### src/rtl/per_addr_dec_pkg.sv
// Shared window constants, target encoding and window-hit helper for the
// per-master request-side address decoder.
package per_addr_dec_pkg;

    localparam logic [11:0] WIN_BASE    = 12'h100;
    localparam logic [11:0] WIN_HIT_OFS = 12'd2;
    localparam int          TGT_IDX_W   = 8;

    typedef enum logic {
        TGT_SLAVE = 1'b0,
        TGT_ERR   = 1'b1
    } tgt_kind_e;

    typedef struct packed {
        tgt_kind_e              kind;
        logic [TGT_IDX_W-1:0]   idx;
    } tgt_t;

    // A window is hit when the top address nibbles equal the window base plus the hit offset.
    function automatic logic win_hit(input logic [11:0] addr_hi, input logic [11:0] base);
        return addr_hi == (base + WIN_HIT_OFS);
    endfunction

endpackage

### src/rtl/per_ot_counter.sv
// Outstanding-transaction tracker: counts granted-but-unanswered slave
// requests and remembers which slave they went to.
module per_ot_counter #(
    parameter int MAX_OUTSTANDING = 4,
    parameter int N_SLAVE         = 16
) (
    input  logic                       clk,
    input  logic                       rst_n,
    input  logic                       hs_i,
    input  logic [$clog2(N_SLAVE)-1:0] tgt_i,
    input  logic                       rsp_i,
    output logic [$clog2(N_SLAVE)-1:0] last_tgt_o,
    output logic                       full_o,
    output logic                       zero_o
);

    localparam int CW = $clog2(MAX_OUTSTANDING + 1);
    localparam int SW = $clog2(N_SLAVE);
    localparam logic [CW-1:0] MAX_CNT = CW'(MAX_OUTSTANDING);

    logic [CW-1:0] cnt_q, cnt_d;
    logic [SW-1:0] last_tgt_q, last_tgt_d;

    // A response with nothing outstanding is dropped so the count never wraps.
    always_comb begin
        cnt_d      = cnt_q;
        last_tgt_d = last_tgt_q;
        if (hs_i) begin
            cnt_d      = cnt_d + CW'(1);
            last_tgt_d = tgt_i;
        end
        if (rsp_i && (cnt_q != '0)) begin
            cnt_d = cnt_d - CW'(1);
        end
    end

    always_ff @(posedge clk or negedge rst_n) begin
        if (!rst_n) begin
            cnt_q      <= '0;
            last_tgt_q <= '0;
        end else begin
            cnt_q      <= cnt_d;
            last_tgt_q <= last_tgt_d;
        end
    end

    assign last_tgt_o = last_tgt_q;
    assign full_o     = (cnt_q == MAX_CNT);
    assign zero_o     = (cnt_q == '0);

    rsp_when_empty: assert property (@(posedge clk) disable iff (!rst_n) !(rsp_i && zero_o));

endmodule

### src/rtl/per_addr_dec_req_ot.sv
// Request-side address decoder for one master: routes to a peripheral port or
// the internal error responder, holding back requests that could reorder responses.
module per_addr_dec_req_ot
    import per_addr_dec_pkg::*;
#(
    parameter int          ID_WIDTH           = 17,
    parameter int          ID                 = 1,
    parameter int          N_SLAVE            = 16,
    parameter int          LOG_CLUSTER        = 5,
    parameter int          ADDR_WIDTH         = 32,
    parameter int          PE_ROUTING_LSB     = 16,
    parameter int          PE_ROUTING_MSB     = 19,
    parameter int          CLUSTER_ALIAS      = 0,
    parameter logic [11:0] CLUSTER_ALIAS_BASE = 12'h000,
    parameter int          MAX_OUTSTANDING    = 4,
    parameter int          DEFAULT_SLAVE      = N_SLAVE - 1,
    parameter int          ERR_RESP           = 0
) (
    input  logic                   clk,
    input  logic                   rst_n,
    input  logic [LOG_CLUSTER-1:0] CLUSTER_ID,
    input  logic                   data_req_i,
    input  logic [ADDR_WIDTH-1:0]  data_add_i,
    output logic                   data_gnt_o,
    output logic [N_SLAVE-1:0]     data_req_o,
    input  logic [N_SLAVE-1:0]     data_gnt_i,
    output logic [ID_WIDTH-1:0]    data_ID_o,
    input  logic                   rsp_valid_i,
    output logic                   err_valid_o
);

    localparam int SW = $clog2(N_SLAVE);
    localparam int RW = PE_ROUTING_MSB - PE_ROUTING_LSB + 1;

    tgt_t          tgt;
    logic [11:0]   addr_hi;
    logic [RW-1:0] route_idx;
    logic          any_hit;
    logic [SW-1:0] slave_idx;
    logic [SW-1:0] last_tgt;
    logic          ot_full, ot_zero;
    logic          slave_blk, err_blk;
    logic          slave_hs, err_grant;
    logic          err_pend_q, err_pend_d;
    logic          unused_bits;

    always_comb begin
        tgt       = '{kind: TGT_SLAVE, idx: '0};
        addr_hi   = data_add_i[31:20];
        route_idx = data_add_i[PE_ROUTING_MSB:PE_ROUTING_LSB];
        any_hit   = win_hit(addr_hi, WIN_BASE + (12'(CLUSTER_ID) << 2))
                  || ((CLUSTER_ALIAS != 0) && win_hit(addr_hi, CLUSTER_ALIAS_BASE));
        if (any_hit && (32'(route_idx) < 32'(N_SLAVE))) begin
            tgt.idx = TGT_IDX_W'(route_idx);
        end else if (ERR_RESP != 0) begin
            tgt.kind = TGT_ERR;
        end else begin
            tgt.idx = TGT_IDX_W'(DEFAULT_SLAVE);
        end
    end

    assign slave_idx = tgt.idx[SW-1:0];

    // Only one slave may have traffic in flight, and the error responder needs everything drained.
    always_comb begin
        slave_blk  = err_pend_q || ot_full || (!ot_zero && (slave_idx != last_tgt));
        err_blk    = !ot_zero || err_pend_q;
        data_req_o = '0;
        data_gnt_o = 1'b0;
        slave_hs   = 1'b0;
        err_grant  = 1'b0;
        if (tgt.kind == TGT_SLAVE) begin
            if (!slave_blk) begin
                data_req_o[slave_idx] = data_req_i;
                data_gnt_o            = data_gnt_i[slave_idx];
                slave_hs              = data_req_i && data_gnt_i[slave_idx];
            end
        end else if (!err_blk) begin
            data_gnt_o = data_req_i;
            err_grant  = data_req_i;
        end
        err_pend_d = err_grant;
    end

    always_ff @(posedge clk or negedge rst_n) begin
        if (!rst_n) begin
            err_pend_q <= 1'b0;
        end else begin
            err_pend_q <= err_pend_d;
        end
    end

    per_ot_counter #(
        .MAX_OUTSTANDING (MAX_OUTSTANDING),
        .N_SLAVE         (N_SLAVE)
    ) u_ot_counter (
        .clk        (clk),
        .rst_n      (rst_n),
        .hs_i       (slave_hs),
        .tgt_i      (slave_idx),
        .rsp_i      (rsp_valid_i),
        .last_tgt_o (last_tgt),
        .full_o     (ot_full),
        .zero_o     (ot_zero)
    );

    assign err_valid_o = err_pend_q;
    assign data_ID_o   = ID_WIDTH'(ID);
    assign unused_bits = ^{data_add_i, tgt.idx};

endmodule

### config.mk
export PLATFORM = sky130hd
export DESIGN_NAME = per_addr_dec_req_ot
export DESIGN_NICKNAME = d
export VERILOG_FILES = /design/src/rtl/per_addr_dec_pkg.sv /design/src/rtl/per_ot_counter.sv /design/src/rtl/per_addr_dec_req_ot.sv
export SDC_FILE = /design/constraint.sdc
export NUM_CORES = 1
export LEC_CHECK = 0
export BUFFER_PORTS_ARGS = -buffer_cell sky130_fd_sc_hd__buf_2
export CAP_MARGIN = 20
export CORE_UTILIZATION = 42
export DETAILED_ROUTE_END_ITERATION = 10
export PLACE_DENSITY_LB_ADDON = 0.1
export SLEW_MARGIN = 5
export SYNTH_ARGS = -nofsm -noshare
export SYNTH_HDL_FRONTEND = slang
export SYNTH_HIERARCHICAL = 1
export SYNTH_SLANG_ARGS = --single-unit
### constraint.sdc
create_clock -name clk -period 5.7 [get_ports clk]
set_input_delay 0.285 -clock clk [delete_from_list [all_inputs] [get_ports clk]]
set_output_delay 0.285 -clock clk [all_outputs]
set_load 0.02 [all_outputs]
==> run summary, run 1 <==
Status: complete, no violations
CTS Root Cell: clkbuf_4
Finished Layout Cells: 205
Num ports: 92
Pwr per Cell Area: 202 nW/um2
Met3 wire length: 238 um
Clk Latency, worst-skew pair: 270 ps
Critical Path Sink Type: flop
Warnings from Yosys: 6
H-tree depth: 1
TritonCTS Sinks: 7
Multi-input gate area: 797 um2
Internal: 156 uW
Comb pwr share: 54.9%
Post-CTS Setup Bufs: 0
Placed inst area: 1300 um2
Final setup violation count: 0
Register bit total from synthesis: 7
Most used DFF post-synth: dfrtp_1
Yosys top cell by area: dfrtp_1
Req. time, crit path: 5880 ps
EDFF count, synth: 0
Synth unique cells: 42
Total number of vias: 1024
Die height: 53.0 um
Post-route ant nets: 0
Worst reg2reg path depth: 12
Post-Synthesis Cells: 121
Most numerous cell in the Yosys netlist: buf_4
GRT Overall Usage: 16.8%
FF-to-FF setup slack: 2430 ps
Drc violations: 0
RD Place Congestion: 0.727
Period utilisation layout: 57.3%
WL met1: 980 um
Reg2reg start: u_ot_counter/cnt_q[0]
Sequential fraction of the synthesis area: 16.1%
Kind of critical path: flop to flop
Worst VDD drop: 0.196 mV
Fin. Hold Viols: 0
Sequential share of power: 27.3%
First-pass iteration count of the detailed router: 4
Antenna violations before repair: 0
Antenna cells: 0
Synthesized area: 1090 um2
Final Max Tran Viols: 0
Slew @ Worst Pin: 1070 ps
Largest net degree at the start of global routing: 15
Mean Syn Cell Area: 9.02 um2
Crit path cell chain: inv_1 -> ha_1 -> nor2b_2 -> a41oi_2 -> nand3_1 -> nand3_1 -> nor3_1 -> mux2i_1 -> ha_1 -> nand2_1 -> mux2i_1 -> xor2_1
Synth area leaders: dfrtp_1 (16%), buf_4 (13%), xnor2_1 (6.4%)
Worst Skew: 9.77 ps
First DRT Iteration DRCs: 16
Wirelength per Cell: 11.7 um
Crit-path slowest cell: nor3_1
Hpwl dp: 1940 um
Final Cell Area: 1340 um2
CP max stage delay: 890 ps
Crit Path Max Fanout: 7
Max_cap viols: 0
RSZ-0062 raised after global routing: false
Area Growth Syn to Fin: 22.7%
CTS tree: built
Startpoint types: flop
Met2 WL post-DR: 1150 um
WP data arrival: 3450 ps
Clock share of power: 17.8%
Crit. path cell count: 12
TritonCTS Buffers: 3
CTS clk-pin slew, worst paths: 60 ps
Die X: 53.0 um
Crit path buffers/inverters: 1
IO Port Bufs: 57
FP Rows: 18
Relative slew slack: 28.3%
Worst r2r dst: u_ot_counter/cnt_q[2]
GRT overflow: 0
Sequential cell area: 175 um2
Routed WL: 2410 um
Max Used Layer: met4
HP Class: input port to async pin
Psw: 115 uW
Post-DR vias/cell: 5.00
Synth cell count leaders: buf_4 (19), nor2_1 (9), xnor2_1 (8)
# placed instances: 200
Final #Nets: 236
Max clock buf depth: 2
Share of post-route cells with drive strength above 1: 48.6%
Asr flop ratio synth: 100%
Global-route wire length before repair: 3400 um
Switching part of the total: 42.5%
Highest clock rate: 306 MHz
Crit path max-delay family: simple AND/OR/NAND/NOR gates
Die area: 2810 um2
Initial cell density of the core: 44.4%
WHS: 364 ps
P_leak: 0.000641 uW
Tmin final: 3270 ps
Final TNS setup: 0 ps
Core area: 2450 um2
Yosys top cell area share: 16.1%
Number of global-route vias before repair: 833
FILL cells: 241
-- cells by family after synthesis --
logic type / Yosys count / synth area share [%]
muxes: 11 / 14.1
AOI/OAI and AO/OA: 8 / 5.73
adders and majority gates: 3 / 3.44
other: 2 / 0.688
buffers and inverters: 26 / 16.4
DFF: 7 / 16.1
and+or+nand+nor: 52 / 32.6
xor gates and xnor gates: 12 / 11.0
-- metrics by stage --
step / total power, uW / worst slack [ps] / utilization [%]
floorplan: 194 / 3120 / -
global placement: 214 / 2510 / 53.1
detailed placement: 223 / 2390 / 53.1
CTS: 275 / 2450 / 54.5
global route: 293 / 2240 / 54.5
finish: 271 / 2430 / 54.5
-- what timing repair did --
action                                 4_1_cts  5_1_grt
endpoints found under the hold margin        7        0
hold buffers                                 1        0
resized for setup                            0        0
-- placed cells by master (no fill, tap or decap), drive strengths merged --
master and count:
and2 1, mux2 5, nand2b 4, o221ai 1, nor4b 2, or3b 1, buf 57, nor3 5
ha 3, and4 1, inv 2, nor4 2, nand3 5, xor2 2, dfrtp 7, or3 4
a21oi 3, dlygate4sd3 1, clkbuf 4, a211o 1, nor3b 1, conb 18, nand2 6, mux2i 3
nor2b 3, and3 1, a41oi 2, mux4 3, o21ai 1, nand4 2, nor2 12, nand3b 2
xnor2 10
-- routing by layer --
metal,vias up,GRT usage [%]
met3,5,6.03
met5,-,0
met4,0,5.70
li1,494,-
met2,54,28.7
met1,471,19.1
-- power by group through the flow --
| stage | Sequential (uW) | Combinational [uW] | Clock (uW) |
|---|---|---|---|
| 2_1_floorplan | 72.2 | 122 | 0 |
| 3_3_place_gp | 73.2 | 140 | 0 |
| 3_5_place_dp | 74.6 | 149 | 0 |
| 4_1_cts | 73.8 | 150 | 50.9 |
| 5_1_grt | 74.3 | 164 | 55.1 |
| 6_report | 74.0 | 149 | 48.1 |
-- how the worst max path moves through the flow --
stage          slack [ps]               endpoint             startpoint
4_1_cts              2450  u_ot_counter/cnt_q[2]  u_ot_counter/cnt_q[0]
3_5_place_dp         2390  u_ot_counter/cnt_q[2]         data_add_i[27]
2_1_floorplan        3120  u_ot_counter/cnt_q[2]         data_add_i[17]
6_report             2430  u_ot_counter/cnt_q[2]  u_ot_counter/cnt_q[0]
5_1_grt              2240  u_ot_counter/cnt_q[2]  u_ot_counter/cnt_q[0]
3_3_place_gp         2510  u_ot_counter/cnt_q[2]         data_add_i[27]
-- flip-flops by register name (all words and copies together) (netlist names) --
signal                   count
u_ot_counter/last_tgt_o      4
u_ot_counter/cnt_q           3
-- worst reg2reg max path, stage by stage (launching register included) --
cell,delay [ps]
dfrtp_1,420
inv_1,80
ha_1,180
nor2b_2,210
a41oi_2,90
nand3_1,150
nand3_1,130
nor3_1,890
mux2i_1,230
ha_1,260
nand2_1,80
mux2i_1,240
xor2_1,220
-- final cells by class --
type	count	area share, %
sequential	7	13.1
inverter	2	0.561
multi-input combinational	104	59.5
tap	30	2.80
clock buffer	4	1.96
timing repair buffer	58	22.1
(Power assumes the default switching activity.)
==> inputs of run 2 (changes only) <==
--- a/config.mk
+++ b/config.mk
@@ -5,9 +5,10 @@
 export SDC_FILE = /design/constraint.sdc
 export NUM_CORES = 1
 export LEC_CHECK = 0
+export ABC_AREA = 1
 export BUFFER_PORTS_ARGS = -buffer_cell sky130_fd_sc_hd__buf_2
 export CAP_MARGIN = 20
-export CORE_UTILIZATION = 42
+export CORE_UTILIZATION = 37
 export DETAILED_ROUTE_END_ITERATION = 10
 export PLACE_DENSITY_LB_ADDON = 0.1
 export SLEW_MARGIN = 5
==> constraint.sdc (replaced) <==
create_clock -name clk -period 2.62 [get_ports clk]
set_input_delay 0.131 -clock clk [delete_from_list [all_inputs] [get_ports clk]]
set_output_delay 0.131 -clock clk [all_outputs]
set_load 0.02 [all_outputs]
==> run 2 against run 1 <==
Effect of this change:
- cell count grew 53%
- first-iteration DRC count grew 81%
- via count grew 29%
- area after synthesis grew 13%
- sequential power grew 110%
- clock skew shrank 8.3 ps
- cell area grew 15%
- critical path depth grew 5
- critical endpoint is now u_ot_counter/cnt_q[1]
==> run summary, run 2 <==
GRT overflow: 0
Yosys top cell area share: 15.8%
P_leak: 0.000980 uW
Synth unique cells: 27
Largest net degree at the start of global routing: 13
Largest register FFs: 4
CP max stage delay: 270 ps
Worst setup path startpoint: CLUSTER_ID[0]
First DRT Iteration DRCs: 29
IO Port Bufs: 57
TritonCTS Buffers: 3
First-pass iteration count of the detailed router: 4
Clk Latency, worst-skew pair: 240 ps
Share of post-route cells with drive strength above 1: 30.7%
Core area: 3100 um2
Initial cell density of the core: 39.9%
Finished Layout Cells: 314
CTS clk-pin slew, worst paths: 50 ps
Crit-path slowest cell: ha_1
Status: complete, no violations
# placed instances: 309
Sequential fraction of the synthesis area: 14.2%
Most common cell after layout, fill and taps aside: buf_2
Worst reg2reg path depth: 14
Register bit total from synthesis: 7
Synth area leaders: nand2_1 (16%), dfrtp_1 (14%), inv_1 (13%)
Mean Syn Cell Area: 5.86 um2
FF-to-FF setup slack: 560 ps
Min-delay src: rsp_valid_i
Most common cell on crit path: nor2_1
Reg2reg start: u_ot_counter/cnt_q[0]
Final Cell Area: 1540 um2
Die area: 3580 um2
CTS Hold Bufs: 1
Final #Nets: 331
Synth cell count leaders: nand2_1 (52), inv_1 (43), nor2_1 (34)
Highest clock rate: 454 MHz
Crit path cell chain: buf_2 -> xnor2_1 -> nand3_1 -> nor2_4 -> o21ai_2 -> nand2_1 -> nand2_1 -> nor2_1 -> nor2_1 -> nor2_1 -> nand3_1 -> nor2_1 -> buf_4 -> o21a_1 -> inv_1 -> ha_1 -> o21ai_0
Most numerous cell in the Yosys netlist: nand2_1
Placed inst area: 1500 um2
Post-CTS resize count: 0
Post-Synthesis Cells: 211
Post-CTS Setup Bufs: 0
Max clock buf depth: 2
H-tree depth: 1
Crit Path Max Fanout: 9
Max_cap viols: 0
Final Max Tran Viols: 0
CTS Root Cell: clkbuf_4
Area Growth Syn to Fin: 24.3%
Number of global-route vias before repair: 1033
Antenna cells: 0
GRT Overall Usage: 14.3%
WP data arrival: 2360 ps
Pwr per Cell Area: 369 nW/um2
Asr flop ratio synth: 100%
Fin. Hold Viols: 0
Final setup violation count: 0
FP Rows: 20
Kind of critical path: input port to flop
Total power: 567 uW
Hpwl dp: 2200 um
Num ports: 92
HP Class: input port to flop
Global-route wire length before repair: 4000 um
Drc violations: 0
Tmin final: 2200 ps
EDFF count, synth: 0
Warnings from Yosys: 6
TritonCTS Sinks: 7
Final TNS setup: 0 ps
Req. time, crit path: 2780 ps
Yosys top cell by area: nand2_1
Synthesized area: 1240 um2
Worst VDD drop: 0.311 mV
Worst Skew: 1.45 ps
Most frequent cells in the layout: buf_2 (57), nand2_1 (52), inv_1 (43), nor2_1 (34), conb_1 (18)
RSZ-0062 raised after global routing: false
Total number of vias: 1322
Wirelength per Cell: 8.18 um
WHS Path Cells: 3
Post-route ant nets: 0
Hold path endpoint: u_ot_counter/cnt_q[2]
Die height: 59.8 um
Worst r2r dst: u_ot_counter/cnt_q[1]
Antenna violations before repair: 0
Most used DFF post-synth: dfrtp_1
Die X: 59.8 um
CTS tree: built
Routed WL: 2570 um
RD Place Congestion: 0.789
Period utilisation layout: 84.0%
Post-DR vias/cell: 4.21
Startpoint types: input port
Critical Path Sink Type: flop
==> run 2: layer usage <==
layer	up-vias	track usage, %	part of all wire, %
li1	717	-	-
met1	566	17.1	46
met2	39	26.5	49
met3	0	3.46	5.3
met4	0	0.997	0
met5	-	0	0
==> run 2: stage by stage <==
step / setup slack, ps / util (%) / hold slack [ps]
2_1_floorplan: 546 / - / -165
3_3_place_gp: 160 / 48.4 / -25.5
3_5_place_dp: 160 / 48.4 / -27.5
4_1_cts: 402 / 49.6 / 175
5_1_grt: 129 / 49.6 / 185
6_report: 418 / 49.6 / 183
==> run 2: cell families (layout without fill, tap and decap cells) <==
group / Yosys count / in the layout / synth area share [%]
multiplexers: 4 / 4 / 3.64
AND/OR/NAND/NOR: 118 / 118 / 45.1
buffers and inverters: 67 / 110 / 26.5
flip-flops: 7 / 7 / 14.2
XOR/XNOR: 6 / 6 / 4.85
adder cells (fa/ha/maj): 3 / 3 / 3.03
other: 2 / 18 / 0.607
AO/OA/AOI/OAI: 4 / 4 / 2.12
==> run 2: power breakdown <==
group	switching (uW)	internal [uW]	leakage [uW]	total [uW]
Combinational	189	127	0.000895	315
Sequential	23.9	135	0.0000704	159
Clock	35.7	57.9	0.0000150	93.6
Total	248	319	0.000980	567
==> run 2: worst max path at each step <==
stage	endpoint	depth (start not counted)	slack (ps)
finish	u_ot_counter/cnt_q[1]	17	420
global route	u_ot_counter/cnt_q[1]	20	130
CTS	u_ot_counter/cnt_q[1]	17	400
detailed placement	u_ot_counter/cnt_q[1]	20	160
global placement	u_ot_counter/cnt_q[1]	19	160
floorplan	u_ot_counter/cnt_q[1]	17	550
==> run 2: cell type report <==
cell class	instances	area (um2)
Clock buffer	4	26.3
Fill cell	362	1570
Inverter	45	169
Multi-Input combinational cell	153	795
Sequential cell	7	175
Tap cell	44	55.1
Timing Repair Buffer	61	318
==> run 2: worst max-delay path, delay by kind of cell <==
kind	cells	cell delay, ps
xor gates and xnor gates	1	190
buffers and inverters	3	330
AOI/OAI and AO/OA	3	470
adders and majority gates	1	270
and+or+nand+nor	9	960
==> inputs of run 3 (changes only) <==
--- a/config.mk
+++ b/config.mk
@@ -5,10 +5,10 @@
 export SDC_FILE = /design/constraint.sdc
 export NUM_CORES = 1
 export LEC_CHECK = 0
-export ABC_AREA = 1
+export ABC_AREA = 0
 export BUFFER_PORTS_ARGS = -buffer_cell sky130_fd_sc_hd__buf_2
 export CAP_MARGIN = 20
-export CORE_UTILIZATION = 37
+export CORE_UTILIZATION = 35
 export DETAILED_ROUTE_END_ITERATION = 10
 export PLACE_DENSITY_LB_ADDON = 0.1
 export SLEW_MARGIN = 5
==> constraint.sdc (replaced) <==
create_clock -name clk -period 1.8 [get_ports clk]
set_input_delay 0.09 -clock clk [delete_from_list [all_inputs] [get_ports clk]]
set_output_delay 0.09 -clock clk [all_outputs]
set_load 0.02 [all_outputs]
==> run 3 against run 2 <==
Effect of this change:
- the run now ends with design-rule violations, negative setup slack left
- combinational power increased to 2.7 times the previous value
- critical endpoint is now data_req_o[2]
- die area fell by 6.6%
- sequential share of layout area down 1.6 points
- routed wire length grew 15%
- total power rose by 120%
- utilization increased by 13 points
- via count shrank 14%
- critical path depth shrank 7
- flip-flop and latch count is the same
- cell count down 24%
==> run summary, run 3 (synthesis results as in run 1) <==
HP Class: input port to async pin
WP data arrival: 2250 ps
GRT Overall Usage: 18.2%
Highest clock rate: 428 MHz
Max_cap viols: 0
Clk Latency, worst-skew pair: 270 ps
CTS Root Cell: clkbuf_4
Hpwl dp: 2320 um
Core area: 2850 um2
Worst Setup Slack, final: -538 ps
Pwr per Cell Area: 690 nW/um2
Internal: 745 uW
Status: complete, but fails checks
Share of post-route cells with drive strength above 1: 65.7%
Wirelength per Cell: 12.4 um
Area Growth Syn to Fin: 64.7%
Largest net degree at the start of global routing: 10
Tmin final: 2340 ps
Crit Path Max Fanout: 3
Die area: 3340 um2
Fin. Hold Viols: 0
Antenna violations before repair: 0
First-pass iteration count of the detailed router: 9
Most frequent cells in the layout: buf_2 (40), buf_4 (40), conb_1 (18)
FILL cells: 253
Final Max Tran Viols: 0
Largest register FFs: 4
GRT overflow: 0
Drc violations: 8
FP Rows: 19
Sequential share of power: 18.8%
CTS clk-pin slew, worst paths: 60 ps
First DRT Iteration DRCs: 53
TritonCTS Buffers: 3
Clock share of power: 12.7%
Req. time, crit path: 1710 ps
Routed WL: 2950 um
Period utilisation layout: 130%
Num ports: 92
Failing checks: design-rule violations, negative setup slack
WHS: 176 ps
Final setup violation count: 24
Final #Nets: 268
Startpoint types: flop
Critical Path Sink Type: output pin
Antenna cells: 0
Initial cell density of the core: 38.2%
CTS tree: built
Worst VDD drop: 0.544 mV
Kind of critical path: flop to output pin
RSZ-0062 raised after global routing: true
Number of global-route vias before repair: 1082
Post-route ant nets: 0
H-tree depth: 1
TritonCTS Sinks: 7
Comb pwr share: 68.6%
Switching part of the total: 39.9%
Finished Layout Cells: 238
Global-route wire length before repair: 4730 um
Worst Skew: 2.71 ps
Worst reg2reg path depth: 12
IO Port Bufs: 57
Psw: 494 uW
Total number of vias: 1135
Post-DR vias/cell: 4.77
Max clock buf depth: 2
P_leak: 0.000829 uW
# placed instances: 225
Die height: 57.8 um
RD Place Congestion: 0.771
Die X: 57.8 um
==> run 3: cell types whose count changed in the layout (fill, tap and decap cells not counted), sizes merged, moves of 14 or more <==
cell / previous run / this run
buf: 60 / 89
inv: 45 / 2
nand4: 16 / 2
nand2: 53 / 6
nor2: 39 / 12
==> run 3: metrics by stage <==
step	setup slack (ps)	util, %	total power [uW]	TNS (ps)	instance area, um2
finish	-538	63.0	1240	-7960	1800
CTS	-534	58.9	1070	-9110	1680
global route	-690	63.0	1340	-11740	1800
detailed placement	-587	53.6	841	-4490	1530
floorplan	-402	-	643	-1440	1210
global placement	-469	53.6	823	-3260	1530
==> run 3: path summary, 6_finish.rpt <==
kind | slack (ps) | from | to
max | -540 | u_ot_counter/cnt_q[0] | data_req_o[2]
min | 180 | rst_n | u_ot_counter/cnt_q[2]
max reg2reg | -480 | u_ot_counter/cnt_q[0] | u_ot_counter/cnt_q[2]
min reg2reg | 530 | u_ot_counter/last_tgt_o[2] | u_ot_counter/last_tgt_o[2]
max in group asynchronous | 1460 | rst_n | u_ot_counter/last_tgt_o[3]
min in group clk | 220 | rsp_valid_i | u_ot_counter/cnt_q[0]
==> run 3: worst max-delay path: stages, from the launching register on <==
cell and delay (ps):
dfrtp_1 390, inv_2 70, ha_4 140, nor2b_4 160, a41oi_2 50, buf_4 160
nor4b_4 210, or3b_4 440, buf_12 150, nor2_4 90, buf_6 120
==> run 3: layout make-up <==
| type | instances | area, um2 | area share, % |
|---|---|---|---|
| clock inverters | 1 | 5.00 | 0.279 |
| clock buffers | 3 | 22.5 | 1.25 |
| multi-input cells | 104 | 927 | 51.6 |
| inverters | 2 | 7.51 | 0.418 |
| repair buffers | 90 | 621 | 34.5 |
| flip-flops and latches | 7 | 175 | 9.75 |
| well taps | 31 | 38.8 | 2.16 |
==> run 3: power by group through the flow <==
stage / registers (uW) / logic (uW) / clock network (uW)
2_1_floorplan: 233 / 411 / 0
3_3_place_gp: 226 / 597 / 0
3_5_place_dp: 230 / 610 / 0
4_1_cts: 227 / 672 / 166
5_1_grt: 237 / 926 / 173
6_report: 232 / 850 / 157
==> run 3: per-layer routing <==
| layer | track usage (%) | wire (um) | vias up |
|---|---|---|---|
| li1 | - | - | 563 |
| met1 | 21.9 | 1180 | 519 |
| met2 | 33.0 | 1550 | 51 |
| met3 | 5.58 | 212 | 2 |
| met4 | 2.04 | 8 | 0 |
| met5 | 0 | 0 | - |
==> run 3: repair_timing <==
action / 4_1_cts / 5_1_grt
gates resized for setup: 25 / 18
buffers inserted: 4 / 6
endpoints found under the hold margin: 7 / 0
endpoints found under the setup margin: 24 / 24
hold buffers: 1 / 0
pin swaps: 6 / 9
